==> src/rtl/dma_pkg.sv <==
// Shared types and default widths for the DMA copy engine.
package dma_pkg;

  localparam int ADDR_W = 32;
  localparam int DATA_W = 32;
  localparam int LEN_W  = 16;

  typedef enum logic [1:0] {
    IDLE,
    RUN,
    DONE
  } state_e;

endpackage

==> src/rtl/dma_xfer_engine_if.sv <==
// Command, read-port and write-port bundle of the DMA copy engine.
interface dma_xfer_engine_if #(
  parameter int ADDR_W = dma_pkg::ADDR_W,
  parameter int DATA_W = dma_pkg::DATA_W,
  parameter int LEN_W  = dma_pkg::LEN_W
);

  logic              cmd_valid_i;
  logic              cmd_ready_o;
  logic [ADDR_W-1:0] cmd_src_i;
  logic [ADDR_W-1:0] cmd_dst_i;
  logic [LEN_W-1:0]  cmd_len_i;

  logic              rd_req_o;
  logic [ADDR_W-1:0] rd_addr_o;
  logic              rd_gnt_i;
  logic              rd_data_valid_i;
  logic [DATA_W-1:0] rd_data_i;

  logic              wr_req_o;
  logic [ADDR_W-1:0] wr_addr_o;
  logic [DATA_W-1:0] wr_data_o;
  logic              wr_gnt_i;

  modport master (
    input  cmd_valid_i, cmd_src_i, cmd_dst_i, cmd_len_i,
    output cmd_ready_o,
    output rd_req_o, rd_addr_o,
    input  rd_gnt_i, rd_data_valid_i, rd_data_i,
    output wr_req_o, wr_addr_o, wr_data_o,
    input  wr_gnt_i
  );

  modport slave (
    output cmd_valid_i, cmd_src_i, cmd_dst_i, cmd_len_i,
    input  cmd_ready_o,
    input  rd_req_o, rd_addr_o,
    output rd_gnt_i, rd_data_valid_i, rd_data_i,
    input  wr_req_o, wr_addr_o, wr_data_o,
    output wr_gnt_i
  );

endinterface

==> src/rtl/dma_sync_fifo.sv <==
// Synchronous FIFO with registered storage, full/empty flags and occupancy.
module dma_sync_fifo #(
  parameter int W     = 32,
  parameter int DEPTH = 4,
  localparam int AW   = $clog2(DEPTH)
) (
  input  logic         clk_i,
  input  logic         reset_n_i,
  input  logic         push_i,
  input  logic [W-1:0] data_i,
  input  logic         pop_i,
  output logic [W-1:0] data_o,
  output logic         full_o,
  output logic         empty_o,
  output logic [AW:0]  count_o
);

  localparam logic [AW-1:0] PTR_ONE  = AW'(1);
  localparam logic [AW:0]   CNT_ONE  = (AW+1)'(1);
  localparam logic [AW:0]   CNT_FULL = (AW+1)'(DEPTH);

  logic [W-1:0]  mem_q [DEPTH];
  logic [AW-1:0] wptr_q, wptr_d;
  logic [AW-1:0] rptr_q, rptr_d;
  logic [AW:0]   cnt_q, cnt_d;
  logic          do_push, do_pop;

  assign full_o  = (cnt_q == CNT_FULL);
  assign empty_o = (cnt_q == '0);
  assign count_o = cnt_q;
  assign data_o  = mem_q[rptr_q];

  assign do_push = push_i && !full_o;
  assign do_pop  = pop_i && !empty_o;

  always_comb begin
    wptr_d = wptr_q;
    rptr_d = rptr_q;
    cnt_d  = cnt_q;
    if (do_push) wptr_d = wptr_q + PTR_ONE;
    if (do_pop)  rptr_d = rptr_q + PTR_ONE;
    unique case ({do_push, do_pop})
      2'b10:   cnt_d = cnt_q + CNT_ONE;
      2'b01:   cnt_d = cnt_q - CNT_ONE;
      default: cnt_d = cnt_q;
    endcase
  end

  always_ff @(posedge clk_i) begin
    if (do_push) mem_q[wptr_q] <= data_i;
  end

  always_ff @(posedge clk_i or negedge reset_n_i) begin
    if (!reset_n_i) begin
      wptr_q <= '0;
      rptr_q <= '0;
      cnt_q  <= '0;
    end else begin
      wptr_q <= wptr_d;
      rptr_q <= rptr_d;
      cnt_q  <= cnt_d;
    end
  end

endmodule

==> src/rtl/dma_xfer_engine.sv <==
// Single-channel memory-to-memory copy engine: credit-limited reads
// feed a small FIFO that drains as writes.
module dma_xfer_engine #(
  parameter int ADDR_W     = dma_pkg::ADDR_W,
  parameter int DATA_W     = dma_pkg::DATA_W,
  parameter int LEN_W      = dma_pkg::LEN_W,
  parameter int FIFO_DEPTH = 4
) (
  input  logic               clk_i,
  input  logic               reset_n_i,
  dma_xfer_engine_if.master  bus,
  output logic               busy_o,
  output logic               done_o
);

  import dma_pkg::*;

  localparam int CW = $clog2(FIFO_DEPTH) + 1;
  localparam logic [ADDR_W-1:0] STRIDE  = ADDR_W'(DATA_W / 8);
  localparam logic [LEN_W-1:0]  LEN_ONE = LEN_W'(1);
  localparam logic [CW-1:0]     CR_ONE  = CW'(1);
  localparam logic [CW:0]       CR_MAX  = (CW+1)'(FIFO_DEPTH);

  state_e            state_q, state_d;
  logic [ADDR_W-1:0] rd_addr_q, rd_addr_d;
  logic [ADDR_W-1:0] wr_addr_q, wr_addr_d;
  logic [LEN_W-1:0]  len_q, len_d;
  logic [LEN_W-1:0]  rd_cnt_q, rd_cnt_d;
  logic [LEN_W-1:0]  wr_cnt_q, wr_cnt_d;
  logic [CW-1:0]     infl_q, infl_d;

  logic              cmd_ready, rd_req, wr_req;
  logic              accept, rd_fire, push, pop, last_wr;
  logic              fifo_full, fifo_empty;
  logic [CW-1:0]     fifo_cnt;
  logic [DATA_W-1:0] fifo_head;
  logic [CW:0]       credit;

  dma_sync_fifo #(
    .W     (DATA_W),
    .DEPTH (FIFO_DEPTH)
  ) u_fifo (
    .clk_i     (clk_i),
    .reset_n_i (reset_n_i),
    .push_i    (push),
    .data_i    (bus.rd_data_i),
    .pop_i     (pop),
    .data_o    (fifo_head),
    .full_o    (fifo_full),
    .empty_o   (fifo_empty),
    .count_o   (fifo_cnt)
  );

  // Reads outstanding plus buffered words never exceed the FIFO depth.
  assign credit  = {1'b0, infl_q} + {1'b0, fifo_cnt};
  assign accept  = cmd_ready && bus.cmd_valid_i;
  assign rd_fire = rd_req && bus.rd_gnt_i;
  assign push    = bus.rd_data_valid_i && (infl_q != '0) && !fifo_full;
  assign pop     = wr_req && bus.wr_gnt_i;
  assign last_wr = pop && (wr_cnt_q == len_q - LEN_ONE);

  always_ff @(posedge clk_i or negedge reset_n_i) begin
    if (!reset_n_i) state_q <= IDLE;
    else            state_q <= state_d;
  end

  always_comb begin
    state_d = state_q;
    unique case (state_q)
      IDLE: if (accept)
              state_d = (bus.cmd_len_i == '0) ? DONE : RUN;
      RUN:  if (last_wr) state_d = DONE;
      DONE: state_d = IDLE;
      default: state_d = IDLE;
    endcase
  end

  always_comb begin
    cmd_ready = 1'b0;
    rd_req    = 1'b0;
    wr_req    = 1'b0;
    busy_o    = 1'b0;
    done_o    = 1'b0;
    unique case (state_q)
      IDLE: cmd_ready = reset_n_i;
      RUN: begin
        busy_o = 1'b1;
        rd_req = (rd_cnt_q != len_q) && (credit < CR_MAX);
        wr_req = !fifo_empty;
      end
      DONE: begin
        busy_o = 1'b1;
        done_o = 1'b1;
      end
      default: ;
    endcase
  end

  always_comb begin
    rd_addr_d = rd_addr_q;
    wr_addr_d = wr_addr_q;
    len_d     = len_q;
    rd_cnt_d  = rd_cnt_q;
    wr_cnt_d  = wr_cnt_q;
    infl_d    = infl_q;
    if (accept) begin
      rd_addr_d = bus.cmd_src_i;
      wr_addr_d = bus.cmd_dst_i;
      len_d     = bus.cmd_len_i;
      rd_cnt_d  = '0;
      wr_cnt_d  = '0;
    end
    if (rd_fire) begin
      rd_addr_d = rd_addr_q + STRIDE;
      rd_cnt_d  = rd_cnt_q + LEN_ONE;
    end
    if (pop) begin
      wr_addr_d = wr_addr_q + STRIDE;
      wr_cnt_d  = wr_cnt_q + LEN_ONE;
    end
    unique case ({rd_fire, push})
      2'b10:   infl_d = infl_q + CR_ONE;
      2'b01:   infl_d = infl_q - CR_ONE;
      default: infl_d = infl_q;
    endcase
  end

  always_ff @(posedge clk_i or negedge reset_n_i) begin
    if (!reset_n_i) begin
      rd_addr_q <= '0;
      wr_addr_q <= '0;
      len_q     <= '0;
      rd_cnt_q  <= '0;
      wr_cnt_q  <= '0;
      infl_q    <= '0;
    end else begin
      rd_addr_q <= rd_addr_d;
      wr_addr_q <= wr_addr_d;
      len_q     <= len_d;
      rd_cnt_q  <= rd_cnt_d;
      wr_cnt_q  <= wr_cnt_d;
      infl_q    <= infl_d;
    end
  end

  assign bus.cmd_ready_o = cmd_ready;
  assign bus.rd_req_o    = rd_req;
  assign bus.rd_addr_o   = rd_addr_q;
  assign bus.wr_req_o    = wr_req;
  assign bus.wr_addr_o   = wr_addr_q;
  // Storage is unreset, so the head is masked until it holds real data.
  assign bus.wr_data_o   = fifo_empty ? '0 : fifo_head;

endmodule

==> src/flat_wrapper.sv <==
// flat-port wrapper written by rule: the top's interface ports become plain ports
module dma_xfer_engine_flat import dma_pkg::*;
#(
  parameter int ADDR_W     = dma_pkg::ADDR_W,
  parameter int DATA_W     = dma_pkg::DATA_W,
  parameter int LEN_W      = dma_pkg::LEN_W,
  parameter int FIFO_DEPTH = 4
)
  (clk_i, reset_n_i, busy_o, done_o, bus_cmd_valid_i, bus_cmd_src_i, bus_cmd_dst_i, bus_cmd_len_i, bus_cmd_ready_o, bus_rd_req_o, bus_rd_addr_o, bus_rd_gnt_i, bus_rd_data_valid_i, bus_rd_data_i, bus_wr_req_o, bus_wr_addr_o, bus_wr_data_o, bus_wr_gnt_i);
  dma_xfer_engine_if #(.ADDR_W(ADDR_W), .DATA_W(DATA_W), .LEN_W(LEN_W)) bus_i ();
  input  logic clk_i;
  input  logic reset_n_i;
  output logic busy_o;
  output logic done_o;
  input wire logic [$bits(bus_i.cmd_valid_i)-1:0] bus_cmd_valid_i;
  input wire logic [$bits(bus_i.cmd_src_i)-1:0] bus_cmd_src_i;
  input wire logic [$bits(bus_i.cmd_dst_i)-1:0] bus_cmd_dst_i;
  input wire logic [$bits(bus_i.cmd_len_i)-1:0] bus_cmd_len_i;
  output wire logic [$bits(bus_i.cmd_ready_o)-1:0] bus_cmd_ready_o;
  output wire logic [$bits(bus_i.rd_req_o)-1:0] bus_rd_req_o;
  output wire logic [$bits(bus_i.rd_addr_o)-1:0] bus_rd_addr_o;
  input wire logic [$bits(bus_i.rd_gnt_i)-1:0] bus_rd_gnt_i;
  input wire logic [$bits(bus_i.rd_data_valid_i)-1:0] bus_rd_data_valid_i;
  input wire logic [$bits(bus_i.rd_data_i)-1:0] bus_rd_data_i;
  output wire logic [$bits(bus_i.wr_req_o)-1:0] bus_wr_req_o;
  output wire logic [$bits(bus_i.wr_addr_o)-1:0] bus_wr_addr_o;
  output wire logic [$bits(bus_i.wr_data_o)-1:0] bus_wr_data_o;
  input wire logic [$bits(bus_i.wr_gnt_i)-1:0] bus_wr_gnt_i;
  assign bus_i.cmd_valid_i = bus_cmd_valid_i;
  assign bus_i.cmd_src_i = bus_cmd_src_i;
  assign bus_i.cmd_dst_i = bus_cmd_dst_i;
  assign bus_i.cmd_len_i = bus_cmd_len_i;
  assign bus_cmd_ready_o = bus_i.cmd_ready_o;
  assign bus_rd_req_o = bus_i.rd_req_o;
  assign bus_rd_addr_o = bus_i.rd_addr_o;
  assign bus_i.rd_gnt_i = bus_rd_gnt_i;
  assign bus_i.rd_data_valid_i = bus_rd_data_valid_i;
  assign bus_i.rd_data_i = bus_rd_data_i;
  assign bus_wr_req_o = bus_i.wr_req_o;
  assign bus_wr_addr_o = bus_i.wr_addr_o;
  assign bus_wr_data_o = bus_i.wr_data_o;
  assign bus_i.wr_gnt_i = bus_wr_gnt_i;
  dma_xfer_engine #(.ADDR_W(ADDR_W), .DATA_W(DATA_W), .LEN_W(LEN_W), .FIFO_DEPTH(FIFO_DEPTH)) u_core (.clk_i(clk_i), .reset_n_i(reset_n_i), .bus(bus_i), .busy_o(busy_o), .done_o(done_o));
endmodule
==> config.mk <==
export PLATFORM = sky130hd
export DESIGN_NAME = dma_xfer_engine_flat
export DESIGN_NICKNAME = d
export VERILOG_FILES = /design/src/rtl/dma_pkg.sv /design/src/rtl/dma_xfer_engine_if.sv /design/src/rtl/dma_sync_fifo.sv /design/src/rtl/dma_xfer_engine.sv /design/src/flat_wrapper.sv
export SDC_FILE = /design/constraint.sdc
export NUM_CORES = 1
export LEC_CHECK = 0
export ABC_AREA = 1
export CORE_MARGIN = 2
export CORE_UTILIZATION = 54
export DETAILED_ROUTE_END_ITERATION = 16
export PLACE_DENSITY = 0.78
export SYNTH_ARGS = -nofsm -noshare
export SYNTH_HDL_FRONTEND = slang
export SYNTH_SLANG_ARGS = --single-unit
==> constraint.sdc <==
create_clock -name clk_i -period 4 [get_ports clk_i]
set_input_delay 0.8 -clock clk_i [delete_from_list [all_inputs] [get_ports clk_i]]
set_output_delay 0.8 -clock clk_i [all_outputs]
set_load 0.005 [all_outputs]
== Word level (Yosys, flattened, before mapping) ==
Memory sizes are Yosys's and may differ from the RTL's.
Cells that the tools add are included.
Widths: inputs -> output; s select.

* Bits in writable memories: 128
* Bits in latches: 0
* Memories kept: 1
* Output and inout bits: 101
* Memory bits (read-only): 0
* Register bits after elaboration: 124
* Word-level logic and storage cells: 77

{| class="wikitable"
|+ Memory list
! name !! depth !! width !! rd ports !! clocked after Yosys merged registers in !! wr ports !! line !! source
|-
| u_core.u_fifo.mem_q || 4 || 32 || 1 || 0 || 1 || dma_sync_fifo.sv:22 || <nowiki>logic [W-1:0] mem_q [DEPTH];</nowiki>
|}

* Shift-type cells: 0
* Reductions and logical operators: 21
* Multiply operators: 0
* Muxes and demuxes: 21
* Divide/modulo/power cells: 0
* Magnitude comparators: 1
* Equal/unequal tests: 11
* Add/sub/neg operators: 12
* Bitwise operators: 0

{| class="wikitable"
|+ Operators with widths
! operator !! number
|-
| $mux 32 || 5
|-
| $add 32x3->32 const B || 2
|-
| $mux 16 || 3
|-
| $add 16x1->16 const B || 2
|-
| $eq 16x16->1 || 1
|-
| $logic_not 16->1 || 1
|-
| $ne 16x16->1 || 1
|-
| $sub 16x1->16 const B || 1
|-
| $pmux 3 s2 || 2
|-
| $logic_and 1x1->1 || 9
|-
| $reduce_bool 2->1 || 4
|-
| $mux 1 || 7
|-
| $add 3x1->3 const B || 2
|-
| $eq 2x1->1 const B || 3
|-
| $eq 2x2->1 const B || 3
|-
| $mux 2 || 3
|-
| $sub 3x1->3 const B || 2
|-
| $add 2x1->2 const B || 2
|-
| $add 3x3->4 || 1
|-
| $lt 4x3->1 const B || 1
|-
| $ne 2x1->1 const B || 2
|-
| $pmux 2 s2 || 1
|-
| $eq 3x3->1 const B || 1
|-
| $logic_not 3->1 || 1
|-
| 5 further kinds || 6
|}

== Longest topological paths before layout ==
Gate-level depths: netlist (run 1).

* Word-level depth: 7
* Depth in mapped cells: 16
* Mapped depth without buffers: 16

== Cells and area by module ==
Synthesis (run 1) repeated with hierarchy kept, for this count alone.

* Cells, all modules: 1645
* Area, all modules: 13854.5 µm²

{| class="wikitable"
|+ Modules (own cells, without submodules)
! module !! seq. area each (µm²) !! cells an instance !! instances !! area an instance (µm²)
|-
| dma_xfer_engine || 2927.8 || 1210 || 1 || 8291.7
|-
| dma_sync_fifo || 4018.9 || 435 || 1 || 5562.8
|}

== Worst setup path before layout (run 1) ==
OpenSTA, ideal clock, no wires.

* Kind: input port to flip-flop
* Start: in bus_rd_data_valid_i
* End: mem u_core.u_fifo.mem_q[0][0] (enable)
* Data arrival time: 2.776 ns
* Path slack: 0.802 ns
* Data required time: 3.579 ns
* Stages: 4
* Buffers on the path: 0
* Cells stage by stage: inv_1 nor3_1 inv_1 nor2_1

* Word-level cells in the longest chain between the ends: 5

{| class="wikitable"
|+ RTL lines
! item !! line !! source
|-
| start, declared || flat_wrapper.sv:23 || <nowiki>input wire logic [$bits(bus_i.rd_data_valid_i)-1:0] bus_rd_data_valid_i;</nowiki>
|-
| $logic_and 1x1->1 (2 in a row) || dma_xfer_engine.sv:58 || <nowiki>assign push = bus.rd_data_valid_i && (infl_q != '0) && !fifo_full;</nowiki>
|-
| $logic_and 1x1->1 || dma_sync_fifo.sv:33 || <nowiki>assign do_push = push_i && !full_o;</nowiki>
|-
| via u_core.u_fifo.do_push || dma_sync_fifo.sv:26 || <nowiki>logic do_push, do_pop;</nowiki>
|-
| $mux 1 || dma_sync_fifo.sv:50 || <nowiki>if (do_push) mem_q[wptr_q] <= data_i;</nowiki>
|-
| $mux 1 (not written as such) || dma_sync_fifo.sv:50 ||
|-
| end, declared || dma_sync_fifo.sv:22 ||
|}

The timed path passes the listed nets, and every way through them passes these cells.

== Worst setup path after layout (run 1) ==
* Start: reg u_core.u_fifo.cnt_q[0] (netlist: u_core.u_fifo.count_o[0])
* End: out bus_wr_data_o[9]

* Word-level cells in the longest chain between the ends: 2

{| class="wikitable"
|+ RTL lines
! item !! line !! source
|-
| start, declared || dma_sync_fifo.sv:25 || <nowiki>logic [AW:0] cnt_q, cnt_d;</nowiki>
|-
| start signal, assigned || dma_sync_fifo.sv:61 || <nowiki>cnt_q <= cnt_d;</nowiki>
|-
| $logic_not 3->1 || dma_sync_fifo.sv:29 || <nowiki>assign empty_o = (cnt_q == '0);</nowiki>
|-
| $mux 32 || dma_xfer_engine.sv:152 || <nowiki>assign bus.wr_data_o = fifo_empty ? '0 : fifo_head;</nowiki>
|-
| end, declared || flat_wrapper.sv:27 || <nowiki>output wire logic [$bits(bus_i.wr_data_o)-1:0] bus_wr_data_o;</nowiki>
|}

Every way passes these cells.

==> flow_metrics.tcl, run 1 <==
set metrics [dict create \
    power.density_nw_per_um2 693 \
    setup_viol 0 \
    wl_per_cell_um 15.5 \
    finalPower_mw 11.5 \
    cp.arrival_ps 2720 \
    via_count 11134 \
    hp-class "input pin to async pin" \
    rsz0062_at_grt "no" \
    mostFrequentLayoutCells "nand2_1 (443), clkdlybuf4s50_1 (217), nor2_1 (208)" \
    numCtsBuffers 26 \
    via_per_inst 5.26 \
    crit_type "flip-flop to primary output" \
    reg2regPathDepth 9 \
    antenna_found_initial 3 \
    clock_sinks 252 \
    maxCapViolCount 0 \
    cts_buffer_depth 3 \
    grt_pass1_vias 10844 \
    fmax_mhz 284 \
    overflow 0 \
    rows 57 \
    drtAntennaViolNets 0 \
    tns_ps 0 \
    grtUsageTotal 0.255 \
    ys_seq_elements 252 \
    drive_gt1_frac 0.0570 \
    root_buffer "clkbuf_16" \
    cts_tree "yes" \
    period_minus_slack_ps 3520 \
    drc_errors 0 \
    drt-total-wl_um 32900 \
    worst_slew_pin_slew_ps 960 \
    die_h_um 160 \
    clk-insertion-delay-late_ps 540 \
    slew_headroom 0.360 \
    io_buffers 218 \
    io_pins 219 \
    cts_setup_buffers 0 \
    drtIter0Drc 679 \
    endpoint_kind "primary output" \
    clock_skew_ps 19.6 \
    hpwl_um 22900 \
    synth_warnings 0 \
    clkTransAtPathRegs_ps 60 \
    synth_area_per_cell_um2 8.46 \
    rr_endpoint "u_core.bus.wr_addr_o[9]$_DFFE_PN0P_" \
    crit_fanout 19 \
    seq_area_frac_synth 0.527 \
    htree_levels 1 \
    r2r_slack_ps 1240 \
    maxSlewViolCount 0 \
    grt_max_degree 77 \
    status "complete, no violations" \
    worst_setup_path_start_kind "flip-flop" \
    synth.distinct_cells 44 \
    p_leak_nw 6.90 \
    required_ps 3200 \
    synth_area_um2 13200 \
    cts_resized 0 \
    area_delta_synth_final_pct 25.8 \
    synth_cells 1559 \
    syn_nets 1695 \
    dieWidth_um 160 \
    period_share 0.881 \
    hold_viol 0 \
    nFillCells 1918 \
    mostFrequentLayoutCell "nand2_1" \
    die-area_um2 25700 \
    cts_hold_buf 0 \
    dr.pass1.iters 5 \
    grt_pass1_wl_um 53800 \
    place.gp.congestion 0.897 \
    design.core.area_um2 24200 \
    ir_worst_vdd_mv 0.395 \
    initial_utilization 0.546 \
    fin_nets 1907 \
    r2r-start "u_core.u_fifo.count_o[0]$_DFFE_PN0P_" \
]
[state kept, by name, summed over array words and instances (netlist names)]
signal                 cells
u_core.bus.wr_addr_o      32
u_core.u_fifo.rptr_q       2
u_core.u_fifo.mem_q      128
u_core.bus.rd_addr_o      32
u_core.u_fifo.count_o      3
u_core.state_q             2
u_core.rd_cnt_q           16
u_core.infl_q              3
u_core.u_fifo.wptr_q       2
u_core.wr_cnt_q           16
u_core.len_q              16
[metrics by stage]
step,util,hold slack [ps],cells,instance area [um^2],worst slack (ps)
after CTS,0.686,429,2115,16600,462
after detailed placement,0.650,469,2067,15700,790
final,0.686,399,2117,16600,477
after global routing,0.686,462,2116,16600,280
after global placement,0.650,466,2067,15700,851
after floorplan,-,465,1559,13200,802
[cell usage after synthesis]
master,instances,area [um^2]
nand2_1,443,1660
nor2_1,212,796
inv_1,136,510
edfxtp_1,128,3840
dfrtp_1,124,3100
o21ai_0,116,581
nand3_1,68,340
a21oi_1,47,235
xor2_1,45,394
nor3_1,26,130
xnor2_1,25,219
nand4_1,24,150
clkbuf_1,23,86.3
o211ai_1,19,143
ha_1,16,200
buf_2,12,60.1
buf_1,10,37.5
nor4_1,10,62.6
o22ai_2,10,125
nand3b_1,7,52.6
buf_4,5,37.5
buf_6,5,56.3
inv_2,5,18.8
nand2_2,5,31.3
nor2_2,4,25.0
nor3_2,4,40.0
a21boi_0,3,22.5
a31oi_1,3,18.8
mux2i_1,3,30.0
clkinv_1,2,7.51
fa_1,2,40.0
o21ai_1,2,10.0
o22ai_1,2,12.5
or2_0,2,12.5
or2_2,2,12.5
a21o_1,1,7.51
a22o_1,1,8.76
a22oi_1,1,7.51
a41oi_1,1,8.76
nand3_2,1,10.0
nand4_2,1,12.5
nor2_4,1,11.3
o21a_1,1,7.51
o31ai_1,1,7.51
[logic make-up (layout without fill, tap and decap cells)]
logic type / after synthesis / in the layout / synth area share
AO/OA/AOI/OAI: 208 / 208 / 0.0906
XOR/XNOR: 70 / 70 / 0.0465
adder cells (fa/ha/maj): 18 / 18 / 0.0182
buffers and inverters: 198 / 430 / 0.0618
flip-flops: 252 / 252 / 0.527
multiplexers: 3 / 3 / 0.00228
other: 0 / 2 / 0
AND/OR/NAND/NOR: 810 / 810 / 0.254
[critical path: stages, from the launching register on]
cell and delay (ps):
dfrtp_1 450, nor3_4 740, buf_4 400, a21oi_1 130, clkdlybuf4s50_1 470
[power breakdown]
| part | leakage, nW | switching (mW) | total (mW) | internal (mW) |
|---|---|---|---|---|
| clock network | 0.420 | 1.02 | 2.41 | 1.39 |
| logic | 3.72 | 2.57 | 4.82 | 2.25 |
| registers | 2.76 | 0.782 | 4.27 | 3.49 |
| total | 6.90 | 4.37 | 11.5 | 7.13 |
[worst max path at each step]
stage,from,endpoint,slack (ps),cells after the start
2_1_floorplan,bus_rd_data_valid_i,u_core.u_fifo.mem_q[0][0]$_DFFE_PP_,800,4
3_3_place_gp,bus_rd_data_valid_i,u_core.u_fifo.mem_q[1][24]$_DFFE_PP_,850,6
3_5_place_dp,bus_rd_data_valid_i,u_core.u_fifo.mem_q[1][25]$_DFFE_PP_,790,6
4_1_cts,u_core.u_fifo.count_o[0]$_DFFE_PN0P_,bus_wr_data_o[9],460,4
5_1_grt,u_core.state_q[1]$_DFFE_PN0P_,bus_rd_req_o,280,7
6_report,u_core.u_fifo.count_o[0]$_DFFE_PN0P_,bus_wr_data_o[9],480,4
[layout make-up]
| type | count | area, um^2 | area share |
|---|---|---|---|
| clock buffer | 32 | 737 | 0.0444 |
| multi-input combinational | 1109 | 5470 | 0.330 |
| inverter | 143 | 537 | 0.0324 |
| tap | 324 | 405 | 0.0244 |
| clock inverter | 16 | 135 | 0.00815 |
| antenna | 2 | 5.00 | 0.000302 |
| timing repair buffer | 239 | 2350 | 0.142 |
| sequential | 252 | 6950 | 0.419 |
[metal layers]
metal  part of all wire  track usage  vias up
met5            0.00049            0        -
met4              0.023       0.0741        2
met3              0.056       0.0390       63
met2               0.49        0.431      320
met1               0.43        0.345     5224
li1                   -            -     5525
No activity file was read; power rests on OpenSTA's default activity.
==> run 2: changes to the inputs <==
--- a/config.mk
+++ b/config.mk
@@ -9,7 +9,8 @@
 export CORE_MARGIN = 2
 export CORE_UTILIZATION = 54
 export DETAILED_ROUTE_END_ITERATION = 16
-export PLACE_DENSITY = 0.78
+export MAX_ROUTING_LAYER = met4
+export PLACE_DENSITY_LB_ADDON = 0.2
 export SYNTH_ARGS = -nofsm -noshare
 export SYNTH_HDL_FRONTEND = slang
 export SYNTH_SLANG_ARGS = --single-unit
==> flow_metrics.tcl, run 2 (same netlist as run 1, synthesis figures left out) <==
set metrics [dict create \
    drive_gt1_frac 0.0558 \
    maxSlewViolCount 0 \
    rsz0062_at_grt "no" \
    io_pins 219 \
    p_leak_nw 6.88 \
    rows 57 \
    drtAntennaViolNets 0 \
    tns_ps 0 \
    root_buffer "clkbuf_16" \
    required_ps 3200 \
    crit_fanout 26 \
    crit_chain "clkinv_1, buf_4, o21ai_0, a21oi_1, clkdlybuf4s50_1" \
    fmax_mhz 287 \
    antenna_found_initial 0 \
    r2r_slack_ps 840 \
    grt_pass1_vias 10962 \
    initial_utilization 0.546 \
    place.gp.congestion 0.923 \
    ir_worst_vdd_mv 0.390 \
    grtUsageTotal 0.269 \
    mostFrequentLayoutCell "nand2_1" \
    max_stage_delay_ps 540 \
    cts_buffer_depth 3 \
    htree_levels 1 \
    cts_tree "yes" \
    wl_per_cell_um 15.6 \
    design.core.area_um2 24200 \
    r2r-start "u_core.state_q[1]$_DFFE_PN0P_" \
    dieWidth_um 160 \
    die_h_um 160 \
    numCtsBuffers 26 \
    placed_area_um2 15700 \
    reg2regPathDepth 10 \
    cts_hold_buf 0 \
    grt_pass1_wl_um 54700 \
    postLayoutCellArea_um2 16500 \
    mostFrequentLayoutCells "nand2_1 (443), clkdlybuf4s50_1 (217), nor2_1 (208)" \
    hpwl_um 23000 \
    maxCapViolCount 0 \
    rr_endpoint "u_core.rd_cnt_q[12]$_DFFE_PN0P_" \
    dr.pass1.iters 5 \
    status "complete, no violations" \
    drtIter0Drc 733 \
    crit_type "flip-flop to primary output" \
    cp-startpoint "u_core.u_fifo.rptr_q[0]$_DFFE_PN0P_" \
    cp.arrival_ps 2680 \
    worst_setup_path_start_kind "flip-flop" \
    hold_viol 0 \
    area_delta_synth_final_pct 25.2 \
    grt_max_degree 67 \
    io_buffers 218 \
    nFillCells 1955 \
    slew_headroom 0.521 \
    power.density_nw_per_um2 690 \
    die-area_um2 25700 \
    endpoint_kind "primary output" \
    setup_viol 0 \
    cts_setup_buffers 0 \
    via_per_inst 5.27 \
    period_minus_slack_ps 3480 \
    diodes 0 \
    worst_slew_pin_slew_ps 718 \
    drt-total-wl_um 33100 \
    clk-insertion-delay-late_ps 530 \
    fin_nets 1907 \
    hp-class "input pin to async pin" \
    via_count 11147 \
    largest_reg_flops 128 \
    regMostFlops "u_core.u_fifo.mem_q" \
    cts_resized 0 \
    overflow 0 \
    slowest_stage "clkinv_1" \
    clock_sinks 252 \
    clock_skew_ps 11.4 \
    period_share 0.870 \
    drc_errors 0 \
    clkTransAtPathRegs_ps 60 \
]
[run 2: changes by cell type in the layout (fill, tap and decap cells not counted), sizes merged]
cell      delta
clkbuf       +6
clkinv       -1
clkinvlp     -3
diode        -2
inv          -2
[run 2: routing by layer]
metal,part of all wire,routed length (um),global-route usage,vias up
li1,-,-,-,5540
met3,0.056,1860,0.0343,50
met1,0.44,14400,0.353,5198
met2,0.49,16100,0.450,359
met4,0.019,635,0.0618,0
met5,0,0,-,-
[run 2: power breakdown]
group / leakage [nW] / switching, mW / total (mW) / internal (mW)
clock: 0.415 / 0.992 / 2.35 / 1.36
combinational: 3.71 / 2.60 / 4.83 / 2.23
sequential: 2.76 / 0.735 / 4.22 / 3.49
total: 6.88 / 4.33 / 11.4 / 7.07
[run 2: critical path: cells and delay by family, from the launching register on]
kind | cells | cell delay (ps)
buf+inv | 3 | 1450
flops | 1 | 350
compound gates | 2 | 330
[run 2: through the flow]
stage / power [mW] / hold slack (ps) / util / setup WS (ps) / std cells
6_report: 11.4 / 204 / 0.683 / 518 / 2115
2_1_floorplan: 6.87 / 465 / - / 802 / 1559
3_5_place_dp: 9.09 / 478 / 0.648 / 785 / 2067
4_1_cts: 11.5 / 200 / 0.683 / 471 / 2115
5_1_grt: 12.3 / 218 / 0.683 / 363 / 2115
3_3_place_gp: 8.96 / 465 / 0.648 / 875 / 2067
[run 2: how the worst max path moves through the flow]
stage / cells past startpoint / end / slack (ps)
3_3_place_gp: 8 / u_core.u_fifo.count_o[1]$_DFFE_PN0P_ / 870
4_1_cts: 5 / bus_wr_data_o[20] / 470
5_1_grt: 5 / bus_wr_data_o[10] / 360
3_5_place_dp: 8 / u_core.u_fifo.count_o[1]$_DFFE_PN0P_ / 790
6_report: 5 / bus_wr_data_o[20] / 520
2_1_floorplan: 4 / u_core.u_fifo.mem_q[0][0]$_DFFE_PP_ / 800
[run 2: layout make-up]
cell class	count	area [um^2]	share of cell area
Clock buffer	38	746	0.0452
Clock inverter	10	92.6	0.00561
Inverter	143	537	0.0325
Multi-Input combinational cell	1109	5450	0.330
Sequential cell	252	6950	0.421
Tap cell	324	405	0.0245
Timing Repair Buffer	239	2340	0.142
==> run 3: changes to the inputs <==
--- a/config.mk
+++ b/config.mk
@@ -8,6 +8,7 @@
 export ABC_AREA = 1
 export CORE_MARGIN = 2
 export CORE_UTILIZATION = 54
+export CTS_CLUSTER_DIAMETER = 120
 export DETAILED_ROUTE_END_ITERATION = 16
 export MAX_ROUTING_LAYER = met4
 export PLACE_DENSITY_LB_ADDON = 0.2
==> results of run 3 <==
Same layout as run 2: the final DEF is identical, and so are final timing and power.
==> patch 1 (settings of run 1) <==
`LEN_W`: 16 -> 32.
--- a/src/rtl/dma_pkg.sv
+++ b/src/rtl/dma_pkg.sv
@@ -5,3 +5,3 @@
   localparam int DATA_W = 32;
-  localparam int LEN_W  = 16;
+  localparam int LEN_W  = 32;
 
Interface: changed (resized bus_cmd_len_i); port bits go from 219 to 235. The function was not compared with the original's and may differ.
==> patch 1 against run 1 <==
  * Clock power grew 16%
  * Sequential cell count up 48
  * Via count rose by 33%
  * Fmax down 3.4%
  * First-iteration DRC count up 100%
  * Synthesized area is 24% higher
  * Non-clock buffer count grew 18
  * Cell area is 21% higher
  * Routed wire length up 45%
  * Register-to-register slack lost 140 ps
  * Worst setup slack got worse by 130 ps
  * Total power grew 17%
  * Critical endpoint is now bus_rd_req_o
  * Largest cell class unchanged
  * Highest routed layer unchanged
==> patch 1: results (changes against run 1) <==
| Metric | Value |
|---|---|
| Share of layout cells above drive strength 1 | 4.485% (was 5.695%) |
| Ys flop type | dfrtp_1 (was edfxtp_1) |
| Nets@finish | 2379 (was 1907) |
| IO buf count | 234 (was 218) |
| DP Area | 19090 um^2 (was 15710 um^2) |
| Crit. Startpoint | u_core.state_q[1] (was u_core.u_fifo.count_o[0]) |
| Cts bufs inserted | 31 (was 26) |
| DP Wirelength | 34.66 mm (was 22.87 mm) |
| Post-synthesis net count | 2149 (was 1695) |
| DRT iter0 DRCs | 1370 (was 679) |
| Async set or reset register ratio after synthesis | 57.33% (was 49.21%) |
| GRT Resource Usage Total | 30.50% (was 25.53%) |
| Reg-to-reg endpoint | u_core.bus.rd_addr_o[3] (was u_core.bus.wr_addr_o[9]) |
| 1st-pass router iterations | 6 (was 5) |
| Comb pwr | 5.61 mW (was 4.82 mW) |
| Vias in the first global route | 14.22k (was 10.84k) |
| Origin of the critical flop-to-flop path | u_core.rd_cnt_q[26] (was u_core.u_fifo.count_o[0]) |
| Internal power | 8.185 mW (was 7.127 mW) |
| Fill cell count | 2387 (was 1918) |
| Routed vias | 14.79k (was 11.13k) |
| Status | finished, final reports clean (unchanged) |
| Max_slew headroom | 19.31% (was 35.97%) |
| Clock group power | 2.80 mW (was 2.41 mW) |
| Global-route wire length before repair | 75.87 mm (was 53.77 mm) |
| Largest net degree at the start of global routing | 64 (was 77) |
| Final Skew | 12.78 ps (was 19.56 ps) |
| CP max stage delay | 600 ps (was 740 ps) |
| Leak | 8.273 nW (was 6.895 nW) |
| Flop2flop setup slack | 1100 ps (was 1240 ps) |
| Critical Path AT | 2850 ps (was 2720 ps) |
| Critical Path End | bus_rd_req_o (was bus_wr_data_o[9]) |
| Synth top cells by count | nand2_1, nor2_1, inv_1 (unchanged) |
| Routability cong. | 0.9899 (was 0.8971) |
| Synth cell types | 53 (was 44) |
| DR WL/cell | 18.06 um (was 15.54 um) |
| Main area contributors after synthesis | dfrtp_1, edfxtp_1, nand2_1 (was edfxtp_1, dfrtp_1, nand2_1) |
## patch 1: how the worst min path moves through the flow
stage                             from                        to  slack, ps  depth (start not counted)
3_5_place_dp   u_core.bus.rd_addr_o[1]   u_core.bus.rd_addr_o[1]        470                          2
6_report                     reset_n_i  u_core.u_fifo.count_o[0]        400                          2
2_1_floorplan        u_core.state_q[1]         u_core.state_q[1]        470                          2
4_1_cts                      reset_n_i  u_core.u_fifo.count_o[1]        410                          2
5_1_grt                      reset_n_i  u_core.u_fifo.count_o[1]        450                          2
3_3_place_gp   u_core.bus.wr_addr_o[1]   u_core.bus.wr_addr_o[1]        470                          2
## patch 1: area by class of cell
type                    count  area (um^2)  share of cell area, %
inverters                 186        700.7                  3.491
multi-input cells        1451         7238                  36.07
clock inverters            12        117.6                 0.5860
repair buffers            257         2516                  12.54
diodes                      3        7.507                0.03741
flip-flops and latches    300         8149                  40.60
clock buffers              46        852.1                  4.246
well taps                 390        488.0                  2.431
## patch 1: logic make-up after synthesis
family	count (synthesis)	share of synthesized area (%)
fa+ha+maj	18	1.468
compound gates	247	8.329
buf+inv	246	6.012
xor+xnor	127	6.883
flops	300	49.81
mux	4	0.2448
simple gates	1055	27.26
## patch 1: metrics by stage
stage	power, mW	worst slack (ps)	hold slack (ps)	utilization [%]	cells
after floorplan	8.040	802.5	466.6	-	1997
after global placement	10.44	1023	470.2	64.25	2584
after detailed placement	10.60	872.9	474.2	64.25	2584
after CTS	13.44	370.3	413.6	67.51	2642
after global routing	14.35	242.1	445.5	67.52	2643
final	13.45	351.6	399.7	67.53	2645
## patch 1: per-layer routing
layer  up-vias  wire length [um]  track usage (%)
li1       7029                 -                -
met1      7059             20910            44.81
met2       628             21350            46.83
met3        71              4640            6.671
met4         2               862            6.148
met5         -                13                0
==> patch 2 (settings of run 1) <==
Made on the original files. Take the reset off `wr_addr_q` and load it in a clocked block of its own.
--- a/src/rtl/dma_xfer_engine.sv
+++ b/src/rtl/dma_xfer_engine.sv
@@ -130,3 +130,2 @@
       rd_addr_q <= '0;
-      wr_addr_q <= '0;
       len_q     <= '0;
@@ -137,3 +136,2 @@
       rd_addr_q <= rd_addr_d;
-      wr_addr_q <= wr_addr_d;
       len_q     <= len_d;
@@ -143,2 +141,6 @@
     end
+  end
+
+  always_ff @(posedge clk_i) begin
+    wr_addr_q <= wr_addr_d;
   end
Formal check against the unedited RTL: differs if reset_n_i is asserted again (counterexample within 4 cycles, from zero or initial values and one cycle with reset_n_i low); with reset_n_i held inactive, the same outputs for 4 cycles.
==> patch 2 against run 1 <==
  * Cell area hardly changed
  * Sequential cell count unchanged
  * Via count grew 0.13%
  * Total power decreased by 1.8%
  * Worst setup slack got worse by 48 ps
  * Register-to-register slack better by 20 ps
  * Routed wire length is 0.65% higher
  * Synthesized area barely moved
  * First-iteration DRC count up 38%
  * Critical path type unchanged
  * Largest cell class unchanged
  * Largest power group unchanged
==> patch 2: results (changes against run 1) <==
| Metric | Value |
|---|---|
| DR WL/cell | 15.73 um (was 15.54 um) |
| Synth Area in XOR/XNOR | 5.641% (was 4.649%) |
| Vias in the first global route | 11.07k (was 10.84k) |
| Vias per cell | 5.296 (was 5.259) |
| Synth top cells by count | nand2_1, nor2_1, edfxtp_1 (was nand2_1, nor2_1, inv_1) |
| Post-Route M1 WL | 14.22 mm (was 14.19 mm) |
| Sw Pwr | 4.170 mW (was 4.374 mW) |
| Status | finished, final reports clean (unchanged) |
| Global-route wire length before repair | 54.32 mm (was 53.77 mm) |
| Post-synth EDFFs | 160 (was 128) |
| Synth cell types | 43 (was 44) |
| Largest net degree at the start of global routing | 69 (was 77) |
| Clock group power | 2.55 mW (was 2.41 mW) |
| Place WS | 950.6 ps (was 790.1 ps) |
| Initial antenna violation count | 0 (was 3) |
| Post-synthesis net count | 1684 (was 1695) |
| Share of layout cells above drive strength 1 | 4.660% (was 5.695%) |
| Internal power | 7.123 mW (was 7.127 mW) |
| DP Area | 15690 um^2 (was 15710 um^2) |
| Crit path max fanout | 36 (was 19) |
| Post-Synth Adder-Cell Area | 1.820% (was 1.821%) |
| Sequential power share | 37.2% (was 37.1%) |
| Post-synthesis sequential area ratio | 53.85% (was 52.67%) |
| Synth Area in Compound Gates | 7.073% (was 9.060%) |
| Async set or reset register ratio after synthesis | 36.51% (was 49.21%) |
| GRT Resource Usage Total | 25.80% (was 25.53%) |
| Reg-to-reg endpoint | u_core.bus.rd_addr_o[29] (was u_core.bus.wr_addr_o[9]) |
| Grt met1 use | 34.31% (was 34.48%) |
-- patch 2: cell count changes in the layout (fill, tap and decap cells not counted), moves of 6 or more --
cell,delta
edfxtp_1,+32
o22ai_1,+7
nor2_1,+9
o22ai_2,-10
nor3_1,+8
nand2_1,+12
dfrtp_1,-32
o211ai_1,-19
nand3b_1,+6
xor2_1,+11
nand3_1,-11
-- patch 2: worst max-delay path, cell delays in order, from the launching register on --
cell             delay (ps)
dfrtp_2                 590
inv_1                   310
buf_4                   370
o21ai_0                 180
a21oi_1                 240
clkdlybuf4s50_1         540
-- patch 2: area by class of cell --
| class | instances | area (um^2) | area share, % |
|---|---|---|---|
| sequential | 252 | 7108 | 42.83 |
| multi-input combinational | 1111 | 5359 | 32.29 |
| timing repair buffer | 235 | 2307 | 13.90 |
| clock buffer | 31 | 710.7 | 4.283 |
| inverter | 135 | 509.2 | 3.069 |
| tap | 324 | 405.4 | 2.443 |
| clock inverter | 17 | 195.2 | 1.176 |
